--- config.mk ---
export PLATFORM = sky130hd
export DESIGN_NAME = mem_req_sequencer
export DESIGN_NICKNAME = d
export VERILOG_FILES = /design/src/rtl/mem_req_sequencer.sv
export SDC_FILE = /design/constraint.sdc
export NUM_CORES = 1
export LEC_CHECK = 0
export ABC_AREA = 1
export ABC_CLOCK_PERIOD_IN_PS = 4100
export CAP_MARGIN = 20
export CORE_ASPECT_RATIO = 0.75
export CORE_UTILIZATION = 68
export DETAILED_ROUTE_END_ITERATION = 10
export DONT_BUFFER_PORTS = 1
export PLACE_DENSITY = 0.84
export SYNTH_ARGS = -nofsm -noshare
export SYNTH_HDL_FRONTEND = slang
export SYNTH_SLANG_ARGS = --single-unit
--- constraint.sdc ---
create_clock -name clk -period 4.1 [get_ports clk]
set_input_delay 0.205 -clock clk [delete_from_list [all_inputs] [get_ports clk]]
set_output_delay 0.205 -clock clk [all_outputs]
set_load 0.02 [all_outputs]
--- src/rtl/mem_req_sequencer.sv ---
// In-order request front-end for the mem16x32 memory: buffers write/read requests,
// issues them one at a time and returns read data over a valid/ready channel.
module mem_req_sequencer #(
  parameter int unsigned ADDR_W     = 4,
  parameter int unsigned DATA_W     = 32,
  parameter int unsigned FIFO_DEPTH = 4,
  parameter int unsigned RD_LAT     = 1,
  parameter int unsigned CNT_W      = 16
) (
  input  logic              clk,
  input  logic              rst_n,
  input  logic              req_valid,
  output logic              req_ready,
  input  logic              req_wr,
  input  logic [ADDR_W-1:0] req_addr,
  input  logic [DATA_W-1:0] req_data,
  output logic              rsp_valid,
  input  logic              rsp_ready,
  output logic [ADDR_W-1:0] rsp_addr,
  output logic [DATA_W-1:0] rsp_data,
  output logic              mem_en,
  output logic              mem_wr,
  output logic [ADDR_W-1:0] mem_addr,
  output logic [DATA_W-1:0] mem_din,
  input  logic [DATA_W-1:0] mem_dout,
  output logic [CNT_W-1:0]  wr_cnt,
  output logic [CNT_W-1:0]  rd_cnt,
  output logic              busy
);

  localparam int unsigned PTR_W  = $clog2(FIFO_DEPTH);
  localparam int unsigned FILL_W = $clog2(FIFO_DEPTH + 1);
  localparam int unsigned LAT_W  = $clog2(RD_LAT + 1);
  localparam logic [FILL_W-1:0] FULL_FILL = FILL_W'(FIFO_DEPTH);
  localparam logic [LAT_W-1:0]  LAT_LOAD  = LAT_W'(RD_LAT);
  localparam logic [LAT_W-1:0]  LAT_LAST  = LAT_W'(1);

  typedef enum logic [1:0] {S_IDLE, S_ISSUE, S_WAIT_RD, S_RESP} state_e;

  state_e              state_q, state_d;
  logic                fifo_wr_q   [FIFO_DEPTH];
  logic [ADDR_W-1:0]   fifo_addr_q [FIFO_DEPTH];
  logic [DATA_W-1:0]   fifo_data_q [FIFO_DEPTH];
  logic [PTR_W-1:0]    wptr_q, rptr_q;
  logic [FILL_W-1:0]   fill_q, fill_d;
  logic [LAT_W-1:0]    lat_q, lat_d;
  logic                op_wr_q;
  logic [ADDR_W-1:0]   op_addr_q;
  logic [DATA_W-1:0]   op_data_q;
  logic [ADDR_W-1:0]   rsp_addr_q;
  logic [DATA_W-1:0]   rsp_data_q;
  logic [CNT_W-1:0]    wr_cnt_q, rd_cnt_q;
  logic                push, pop, cap_rsp, wr_inc, rd_inc;

  // req_ready depends on registered fill only, so a same-cycle pop never frees a slot early.
  assign req_ready = (fill_q != FULL_FILL);
  assign push      = req_valid && req_ready;

  always_comb begin
    state_d = state_q;
    lat_d   = lat_q;
    pop     = 1'b0;
    cap_rsp = 1'b0;
    wr_inc  = 1'b0;
    rd_inc  = 1'b0;
    case (state_q)
      S_IDLE: begin
        if (fill_q != '0) begin
          pop     = 1'b1;
          state_d = S_ISSUE;
        end
      end
      S_ISSUE: begin
        if (op_wr_q) begin
          wr_inc  = 1'b1;
          state_d = S_IDLE;
        end else begin
          lat_d   = LAT_LOAD;
          state_d = S_WAIT_RD;
        end
      end
      S_WAIT_RD: begin
        if (lat_q == LAT_LAST) begin
          cap_rsp = 1'b1;
          state_d = S_RESP;
        end else begin
          lat_d = lat_q - 1'b1;
        end
      end
      S_RESP: begin
        if (rsp_ready) begin
          rd_inc  = 1'b1;
          state_d = S_IDLE;
        end
      end
      default: state_d = S_IDLE;
    endcase
  end

  always_comb begin
    fill_d = fill_q;
    if (push && !pop) begin
      fill_d = fill_q + 1'b1;
    end else if (!push && pop) begin
      fill_d = fill_q - 1'b1;
    end
  end

  always_ff @(posedge clk) begin
    if (push) begin
      fifo_wr_q[wptr_q]   <= req_wr;
      fifo_addr_q[wptr_q] <= req_addr;
      fifo_data_q[wptr_q] <= req_data;
    end
  end

  always_ff @(posedge clk) begin
    if (!rst_n) begin
      state_q    <= S_IDLE;
      wptr_q     <= '0;
      rptr_q     <= '0;
      fill_q     <= '0;
      lat_q      <= '0;
      op_wr_q    <= 1'b0;
      op_addr_q  <= '0;
      op_data_q  <= '0;
      rsp_addr_q <= '0;
      rsp_data_q <= '0;
      wr_cnt_q   <= '0;
      rd_cnt_q   <= '0;
    end else begin
      state_q <= state_d;
      lat_q   <= lat_d;
      fill_q  <= fill_d;
      if (push) begin
        wptr_q <= wptr_q + 1'b1;
      end
      if (pop) begin
        rptr_q    <= rptr_q + 1'b1;
        op_wr_q   <= fifo_wr_q[rptr_q];
        op_addr_q <= fifo_addr_q[rptr_q];
        op_data_q <= fifo_data_q[rptr_q];
      end
      if (cap_rsp) begin
        rsp_data_q <= mem_dout;
        rsp_addr_q <= op_addr_q;
      end
      if (wr_inc && (wr_cnt_q != '1)) begin
        wr_cnt_q <= wr_cnt_q + 1'b1;
      end
      if (rd_inc && (rd_cnt_q != '1)) begin
        rd_cnt_q <= rd_cnt_q + 1'b1;
      end
    end
  end

  // Memory address/data come straight from the op register, which only changes on pop,
  // so they hold their last values outside ISSUE.
  assign mem_en    = (state_q == S_ISSUE);
  assign mem_wr    = (state_q == S_ISSUE) && op_wr_q;
  assign mem_addr  = op_addr_q;
  assign mem_din   = op_data_q;
  assign rsp_valid = (state_q == S_RESP);
  assign rsp_addr  = rsp_addr_q;
  assign rsp_data  = rsp_data_q;
  assign wr_cnt    = wr_cnt_q;
  assign rd_cnt    = rd_cnt_q;
  assign busy      = (fill_q != '0) || (state_q != S_IDLE);

endmodule

**Word-level counts from Yosys, hierarchy flattened**

Memory sizes are Yosys's and may differ from the RTL's. A register that Yosys moved wholly into a read port is not among the register bits.
Cells that the tools add are included.
Widths: inputs -> output; s select.

- Bits in registers: 78
- RAM bits: 148
- Bits of input ports: 73
- Output and inout bits: 109
- Word-level logic and storage cells: 68
- Memories kept: 3

- Add/sub/neg operators: 7
- Equal/unequal tests: 10
- Muxes and demuxes: 20
- Reductions and logical operators: 19

Memory list:

| memory | depth | bits a word | read ports | clocked after Yosys merged registers in | wr ports | line | text |
|---|---|---|---|---|---|---|---|
| fifo_data_q | 4 | 32 | 1 | 1 | 1 | 43 | `logic [DATA_W-1:0] fifo_data_q [FIFO_DEPTH];` |
| fifo_addr_q | 4 | 4 | 1 | 1 | 1 | 42 | `logic [ADDR_W-1:0] fifo_addr_q [FIFO_DEPTH];` |
| fifo_wr_q | 4 | 1 | 1 | 1 | 1 | 41 | `logic fifo_wr_q [FIFO_DEPTH];` |

Operator list:

| operator | number |
|---|---|
| $add 16x1->16 const B | 2 |
| $ne 16x16->1 const B | 2 |
| $mux 1 | 12 |
| $mux 2 | 4 |
| $pmux 2 s4 | 1 |
| $logic_and 1x1->1 | 6 |
| $mux 3 | 2 |
| $ne 2x2->1 const B | 3 |
| $reduce_bool 2->1 | 3 |
| $logic_not 1->1 | 5 |
| $add 2x1->2 const B | 2 |
| $eq 2x2->1 const B | 2 |
| $add 3x1->3 const B | 1 |
| $ne 3x3->1 const B | 1 |
| $reduce_and 3->1 | 1 |
| $reduce_bool 3->1 | 1 |
| $sub 3x1->3 const B | 1 |
| $eq 2x1->1 const B | 1 |
| $logic_not 2->1 | 1 |
| $ne 2x1->1 const B | 1 |
| $pmux 1 s2 | 1 |
| $reduce_and 2->1 | 1 |
| $logic_or 1x1->1 | 1 |
| $sub 1x1->1 const B | 1 |

**Longest topological paths before layout**

- Depth in word-level cells: 6
- Mapped depth: 12
- Gate-level depth less buffers: 11

**Least setup slack after synthesis**

No wires, ideal clock.

- Path type: register to register
- Start point: reg fill_q[1]
- End point: mem fifo_addr_q[0][0], enable pin
- Library setup time: 0.431 ns
- Arrival: 2.461 ns
- Required time: 3.669 ns
- Path slack: 1.208 ns
- Cell stages (with the launch flop): 5
- Path buffers: 0
- Clock period less this slack: 2.892 ns
- Path through: dfxtp_1 -> inv_1 -> nand3_1 -> nand2_1 -> nor2_1

- Cells in the longest elaborated chain, start to end: 4

Ends and longest elaborated chain:

| item | line | text |
|---|---|---|
| from (decl) | 45 | `logic [FILL_W-1:0] fill_q, fill_d;` |
| from (signal assigned) | 134 | `fill_q <= fill_d;` |
| $ne 3x3->1 | 56 | `assign req_ready = (fill_q != FULL_FILL);` |
| named net req_ready | 13 | `output logic req_ready,` |
| $logic_and 1x1->1 | 57 | `assign push = req_valid && req_ready;` |
| $mux 1 | 110 | `if (push) begin` |
| $mux 1 (implied by the code) | 112 | `fifo_addr_q[wptr_q] <= req_addr;` |
| to (decl) | 42 |  |

The timed path passes the listed nets, and every way through them passes these cells.

==> qor.yml <==
start_kind: "register"
async_flop_share_pct: 0
place_ws_ps: 1260
hold_viol: 0
fillers: 825
io_buffers: 0
power_frac_seq_pct: 48.0
maxCapViolCount: 0
core-area_um2: 14600
ant_nets: 0
cts_tree: "done"
setup_viol: 0
grt_pass1_wl_um: 37500
slew_headroom_pct: 48.0
synthDominantCellAreaShare_pct: 43.0
cp_cell_sequence: "nor2_1 > inv_2 > a31oi_4 > buf_4 > inv_2 > ha_1 > inv_1 > fa_1 > a21oi_1 > o21ai_0 > o21ai_0 > a21oi_1"
drcViolationCount: 0
final_nets: 1179
netlist_top_cells_area: "edfxtp_1, dfxtp_1, nor2_1"
cts.sinks: 263
utilization_pct: 82.2
drv_slew: 0
fmax_ghz: 0.323
yosys.area.top_type: "edfxtp_1"
skew_ps: 11.0
io-pin-count: 182
grt_pass1_vias: 7553
setup_tns_ps: 0
cts_setup_buffers: 0
critPathMaxStageDelay_ps: 630
grt_use_met1_pct: 39.2
cts_root_buf: "clkbuf_16"
totalWireLength_um: 25600
cts_inserted_buffers: 24
hold_path.class: "input pin to register"
vias_per_cell: 5.96
rsz0062_at_grt: "false"
dieHeight_um: 109
grt_use_total_pct: 31.2
htreeDepth: 1
synth_warnings: 0
grtUsageMet2_pct: 52.8
die_area_um2: 15700
cts_resized: 0
syn2layout_area_growth_pct: 16.6
finalCriticalPeriod_ps: 3100
rows: 38
hpwlAfterDp_um: 14100
status: "completed"
clock_latency_ps: 510
irDropWorstVdd_v: 0.000439
clkSlewWorstSetupHoldPaths_ps: 60
grt_max_degree: 111
syn_nets: 1126
synth_edf_count: 148
swShare_pct: 35.9
crit_fanout: 39
finalCritPeriodShare_pct: 75.6
syn_area_um2: 10300
synth_area_per_cell_um2: 9.88
drive_gt1_share_pct: 6.00
antenna_found_initial: 2
detail_route.wl_per_cell_um: 19.4
start_util_pct: 70.5
num_vias: 7855
power_density_nw_per_um2: 658
cpMaxStageDelayCell: "inv_2"
critPathRequiredTime_ps: 4490
clkPwrFrac_pct: 28.0
power_frac_comb_pct: 24.0
end_kind: "register"
p_leak_nw: 4.28
ys_seq_elements: 263
grt_busiest_layer: "met2"
cts_buffer_depth: 3
worstPathArrival_ps: 3490
power_mw: 7.92
initialDrtViolationCount: 778
grt_util_met3_pct: 7.16
synth_cell_type_count: 33
ys_seq_area_share_pct: 65.3
setup_slack_ps: 1000
gp_congestion: 0.888
first_pass_iters: 5
intPower_mw: 5.08
synthCells: 1045
grt_overflow: 0
criticalPathCategory: "register to register"
netSwitchingPower_mw: 2.84
tightest_slew_ps: 779
die_x_um: 144
yosys_most_used_dff: "edfxtp_1"
area by class of cell:
cell class                      count  area, µm²  area share [%]
Sequential cell                   263       6750            56.1
Multi-Input combinational cell    645       3060            25.5
Timing Repair Buffer               81        876            7.28
Clock buffer                       37        696            5.78
Inverter                           83        312            2.59
Tap cell                          200        250            2.08
Clock inverter                      7       81.3           0.676
Antenna cell                        3       7.51          0.0624
path summary, 6_finish.rpt:
kind | from | end | slack (ps) | cells after the start
setup / recovery | register | fill_q[2] | 1000 | 12
hold / removal | rsp_ready | rd_cnt[12] | 90 | 6
setup reg to reg | register | fill_q[2] | 1000 | 12
hold reg to reg | rsp_data[7] | rsp_data[7] | 550 | 2
placed cells by master, fill, tap and decap left out, types with 4 or more instances in the layout:
master,instances
a21oi_1,57
buf_4,5
clkbuf_1,8
clkbuf_16,25
dfxtp_1,114
dlygate4sd3_1,70
edfxtp_1,148
ha_1,7
inv_1,78
inv_2,5
nand2_1,84
nand3_1,25
nand4_1,5
nor2_1,228
nor2_2,6
nor2_4,6
nor3_1,4
o21ai_0,159
o21ai_1,10
o22ai_1,37
xnor2_1,4
registers in the layout, summed over array words and instances, names as in the netlist, named ones only:
| name | flops |
|---|---|
| fill_q | 3 |
| wr_cnt | 16 |
| fifo_addr_q | 16 |
| lat_q | 1 |
| wptr_q | 2 |
| fifo_wr_q | 4 |
| fifo_data_q | 128 |
| rd_cnt | 16 |
| rsp_addr | 4 |
| rsp_data | 32 |
| state_q | 1 |
| rptr_q | 2 |
| mem_din | 32 |
| op_wr_q | 1 |
| mem_addr | 4 |
cells in the mapped netlist, drive strengths merged (7+ instances only):
cell	n
a21oi	57
buf	17
clkbuf	37
dfxtp	115
edfxtp	148
ha	7
inv	83
nand2	86
nand3	26
nor2	240
o21ai	169
o22ai	37
power by group through the flow:
stage	sequential, mW	combinational [mW]	clock (mW)
6_report	3.80	1.90	2.22
5_1_grt	3.84	2.07	2.34
2_1_floorplan	3.75	1.30	0
3_5_place_dp	3.85	1.67	0
4_1_cts	3.79	1.78	2.22
3_3_place_gp	3.82	1.57	0
per-stage QoR:
step / cell area, µm² / instances / hold WS (ps)
after floorplan: 10300 / 1045 / 304
after global placement: 10400 / 1196 / 304
after detailed placement: 10500 / 1198 / 304
after CTS: 12000 / 1313 / 81.4
after global routing: 12000 / 1318 / 139
final: 12000 / 1319 / 93.9
per-layer routing:
metal  part of all wire [%]  up-vias
li1                       -     3658
met1                     40     3660
met2                     48      462
met3                    9.2       75
met4                    3.2        0
met5                      0        -
repair_timing:
action | in CTS | in global routing
setup endpoints to repair | 0 | 0
endpoints found under the hold margin | 262 | 0
hold buffers | 71 | 0
cell families (layout without fill, tap and decap cells):
group	after synthesis	in the layout	share of synthesized area, %
simple gates	365	365	14.3
compound gates	266	266	13.5
flops	263	263	65.3
buf+inv	137	208	5.31
fa+ha+maj	8	8	1.04
xor+xnor	6	6	0.509
other cells	0	3	0
worst max-delay path, delay by kind of cell, from the launching register on:
family                   cells  cell delay [ps]
AO/OA/AOI/OAI                5              590
buffers and inverters        4             1090
flip-flops                   1              460
AND/OR/NAND/NOR              1              130
adder cells (fa/ha/maj)      2              690
Power figures use the tool's default switching activity.
